<file path="config.mk">
export PLATFORM = sky130hd
export DESIGN_NAME = mem_addr_region_decoder
export DESIGN_NICKNAME = d
export VERILOG_FILES = /design/src/rtl/mem_map_pkg.sv /design/src/rtl/mem_addr_region_decoder.sv
export SDC_FILE = /design/constraint.sdc
export NUM_CORES = 1
export LEC_CHECK = 0
export ABC_AREA = 1
export CORE_AREA = 2 2 39 41
export DETAILED_ROUTE_END_ITERATION = 6
export DIE_AREA = 0 0 41 43
export MAX_ROUTING_LAYER = met4
export SLEW_MARGIN = 20
export SYNTH_ARGS = -nofsm -noshare
export SYNTH_HDL_FRONTEND = slang
export SYNTH_SLANG_ARGS = --single-unit
export TNS_END_PERCENT = 30
</file>
<file path="constraint.sdc">
create_clock -name clk -period 0.88 [get_ports clk]
set_clock_uncertainty 0.1 [all_clocks]
set_input_delay 0.176 -clock clk [delete_from_list [all_inputs] [get_ports clk]]
set_output_delay 0.176 -clock clk [all_outputs]
set_load 0.005 [all_outputs]
</file>
<file path="src/rtl/mem_map_pkg.sv">
// Shared memory-map constants and region encoding for the CPU data path.
// ROM, MMR and stack blocks import this so all of them agree on the map.
package mem_map_pkg;

   localparam int unsigned ADDR_W = 12;
   localparam logic [ADDR_W-1:0] INSTR_END = 12'h400;
   localparam logic [ADDR_W-1:0] MMR_END   = 12'h44B;

   typedef enum logic [1:0] {
      REG_INSTR = 2'd0,
      REG_MMR   = 2'd1,
      REG_STACK = 2'd2
   } region_e;

   // Default-map decode, for blocks that only need the standard layout
   function automatic region_e addr_to_region(input logic [ADDR_W-1:0] addr);
      if (addr <= INSTR_END)    return REG_INSTR;
      else if (addr <= MMR_END) return REG_MMR;
      else                      return REG_STACK;
   endfunction

endpackage

</file>
<file path="src/rtl/mem_addr_region_decoder.sv">
// Classifies CPU addresses into ROM / MMR / stack, gates the store strobe to
// the writable target, and keeps a registered select for synchronous read data.
module mem_addr_region_decoder
   import mem_map_pkg::*;
#(
   parameter int unsigned        P_ADDR_W    = ADDR_W,
   parameter logic [P_ADDR_W-1:0] P_INSTR_END = INSTR_END,
   parameter logic [P_ADDR_W-1:0] P_MMR_END   = MMR_END
) (
   input  logic                clk,
   input  logic                rst,
   input  logic [P_ADDR_W-1:0] addr,
   input  logic                MEMLOAD,
   output logic [1:0]          sel,
   output logic                load_mmr,
   output logic                load_stack,
   output logic [1:0]          sel_q,
   output logic                rom_wr_err
);

   // Stack must hold at least one address above the MMR block
   if (!((P_INSTR_END < P_MMR_END) && (P_MMR_END < {P_ADDR_W{1'b1}}))) begin : g_bad_map
      $fatal(1, "mem_addr_region_decoder: illegal INSTR_END/MMR_END");
   end

   region_e     region;
   logic [1:0]  sel_d;
   logic        rom_wr_err_d;

   always_comb begin
      region = REG_STACK;
      if (addr <= P_INSTR_END)    region = REG_INSTR;
      else if (addr <= P_MMR_END) region = REG_MMR;
   end

   assign sel        = region;
   assign load_mmr   = MEMLOAD && (region == REG_MMR);
   assign load_stack = MEMLOAD && (region == REG_STACK);

   assign sel_d        = sel;
   assign rom_wr_err_d = rom_wr_err | (MEMLOAD && (region == REG_INSTR));

   always_ff @(posedge clk) begin
      if (rst) begin
         sel_q      <= REG_INSTR;
         rom_wr_err <= 1'b0;
      end else begin
         sel_q      <= sel_d;
         rom_wr_err <= rom_wr_err_d;
      end
   end

endmodule

</file>
==> impl_results.md <==
* CTS Buffer Depth at 2
* Num CTS Buffers at 3
* CP arrival at 1.04 ns
* Area grow syn2layout at 153%
* Initial Util at 16.9%
* Clk slew on worst S/H paths at 0.04 ns
* FILL cells at 142
* Ys flop type: dfxtp_1
* Pins Over Slew Limit at 0
* Nets at 89
* CP max stage cell: nand3b_1
* Fin worst setup slack at -0.436 ns
* Non-Filler Instances at 89
* Adder-cell share of the synthesized area at 0%
* #FFs+latches synth at 3
* Clk_lat worst skew at 0.23 ns
* Synth Warn # at 0
* Final Setup Violations at 10
* Avg Cell Area, Syn at 6.32 um2
* Post-synthesis mux area share at 0%
* Power Total at 594 uW
* DRC at 0
* Synth area leaders: dfxtp_1 26%, inv_1 11%, nand2_1 9.6%
* Hold Path End: rom_wr_err$_SDFF_PP0_
* Area leader, netlist: dfxtp_1
* Placed inst area at 487 um2
* Via Count at 348
* Layout cells sized above 1 at 68.5%
* Yosys top cell area share at 25.7%
* Post-Synth Simple-Gate Area at 51.3%
* Largest net degree at the start of global routing at 5
* Max_cap viols at 0
* Critical path class: primary input to output pin
* Critical Path Fanout Max at 4
* Final wirelength at 770 um
* Main combinational cell family by area after synthesis: simple AND/OR/NAND/NOR gates
* CTS H-tree lvls at 1
* Final HPWL DP at 511 um
* Post-Syn Area at 234 um2
* # diodes at 0
* RSZ-0062 raised after global routing: true
* Initial DRT Pass Iterations at 3
* Internal reg-to-reg setup slack at 0.21 ns
* CP Cell Sequence: buf_6 -> nor2_4 -> nand2_2 -> nor2_4 -> nand3b_1 -> nand2_2 -> buf_6 -> nor3_4 -> buf_2
* Seq pwr share at 24.8%
* Fin crit period at 1.32 ns
* Port bufs at 21
* Slew @ Worst Pin at 0.188 ns
* Post-Syn Nets at 52
* Root Buffer Master: clkbuf_4
* Die Y at 43 um
* Die area at 0.00176 mm2
* Clk pwr share at 40.9%
* Die W at 41 um
* GP Congestion at 0.724
* Switch share at 26.8%
* Total grt overflow at 0
* Final ANT Viol Nets at 0
* P_leak at 0.000285 uW
* Placed insts at 77
* Final Cycle Share at 150%
* Maximum vdd drop at 0.285 mV
* Post-synth top cells: 7 x inv_1, 6 x nand2_1, 6 x nor2_1
* Final hold violation count at 0
* Top-count cell post-synth: inv_1
* Hold crit path type: flop to flop
* WP data required at 0.60 ns
* Post-synth ARST share at 0%
* Hold Path Cell Cnt at 2
* Post-Synthesis Cells at 37
* Status: complete, but fails checks
* RR Endpoint: rom_wr_err$_SDFF_PP0_
* Compound-Gate Fraction of Synth Area at 11.8%
* Total global-route track usage at 11.6%
* Max incr delay on CP at 0.13 ns
* Row count at 14
* Sw power at 159 uW
* Number of synthesized flops with an enable pin at 0
* Hold path start: rom_wr_err$_SDFF_PP0_
* Int Power at 435 uW
* CTS tree: built
* Initial antenna violation count at 0
* FF-to-FF path depth at 2
* RR Startpoint: rom_wr_err$_SDFF_PP0_
* Vias/cell at 3.91
* Highest clock rate at 760 MHz
* Synth Area in XOR/XNOR at 0%
* Power Dens Cells at 1000 mW/mm2
* CTS Sinks at 3
* Sequential area share after synthesis at 25.7%
* Failing checks: setup timing
* Fin Setup TNS at -2.14 ns
* Vias in the first global route at 366
* CP Capture Type: output pin
* WL/cell at 8.65 um
* Post-Layout Inst Area at 592 um2
* Core area at 0.00138 mm2
* Relative slew slack at 87.4%
* Comb pwr share at 34.3%
* Iter 0 DRT Violations at 2
* Yosys cell types at 12
* Critical Path Source Type: primary input
* Worst hold slack at 0.374 ns
* First-pass GRT wire length at 1.40 mm
* Ports at 22
## per-stage QoR
step	util (%)	setup slack [ns]
global route	42.8	-0.520
finish	42.8	-0.436
global placement	35.2	-1.12
CTS	39.9	-0.492
detailed placement	35.2	-1.12
floorplan	-	-0.145
## layer usage
metal	part of all wire, %	global-route usage [%]
met5	0	-
met4	0	8.00
met3	3.4	1.57
met2	61	18.1
met1	35	12.8
## cell families after synthesis
kind of cell / count (synthesis)
AND/OR/NAND/NOR: 23
buffers and inverters: 7
AO/OA/AOI/OAI: 4
flip-flops: 3
## power by group through the flow
stage	Sequential [uW]	Clock, uW	Combinational (uW)
finish	148	243	204
floorplan	150	0	50.7
global route	148	265	220
CTS	147	253	187
detailed placement	149	0	174
global placement	149	0	173
## worst max path at each step
| stage | start | endpoint | slack (ns) | depth (start not counted) |
|---|---|---|---|---|
| 2_1_floorplan | addr[4] | load_mmr | -0.15 | 5 |
| 3_3_place_gp | addr[4] | load_mmr | -1.12 | 7 |
| 3_5_place_dp | addr[4] | load_mmr | -1.12 | 7 |
| 4_1_cts | addr[8] | load_mmr | -0.49 | 8 |
| 5_1_grt | addr[4] | load_mmr | -0.52 | 8 |
| 6_report | addr[9] | load_mmr | -0.44 | 9 |
## flip-flops by register name, indices dropped and copies added (netlist names)
| name | cells |
|---|---|
| sel_q | 2 |
| rom_wr_err | 1 |
## area by class of cell
class | count | area (um2) | area share, %
Timing Repair Buffer | 32 | 269 | 45.5
Tap cell | 16 | 20.0 | 3.38
Inverter | 7 | 26.3 | 4.44
Sequential cell | 3 | 61.3 | 10.4
Multi-Input combinational cell | 27 | 189 | 31.9
Clock buffer | 4 | 26.3 | 4.44
## worst max-delay path: cells and delay by family
family	cells	cell delay (ns)
and+or+nand+nor	6	0.54
buffers and inverters	3	0.32
## placed cells by master (no fill, tap or decap)
cell type         n
a21oi_2           3
buf_2             7
buf_4             7
buf_6            10
clkbuf_1          1
clkbuf_2          2
clkbuf_4          3
clkdlybuf4s15_1   3
clkdlybuf4s50_1   2
dfxtp_1           2
dfxtp_2           1
dlygate4sd2_1     1
inv_1             3
inv_2             4
nand2_1           4
nand2_2           5
nand3_1           1
nand3_2           1
nand3b_1          1
nor2_1            5
nor2_2            1
nor2_4            3
nor3_2            1
nor3_4            1
o21ai_2           1
## what timing repair did
item	in CTS	in global routing
buffers inserted	7	2
pin swaps	20	18
hold buffers	0	0
gates resized for setup	74	12
endpoints found under the setup margin	10	10
Note: power is estimated with default switching activity, not from simulation.
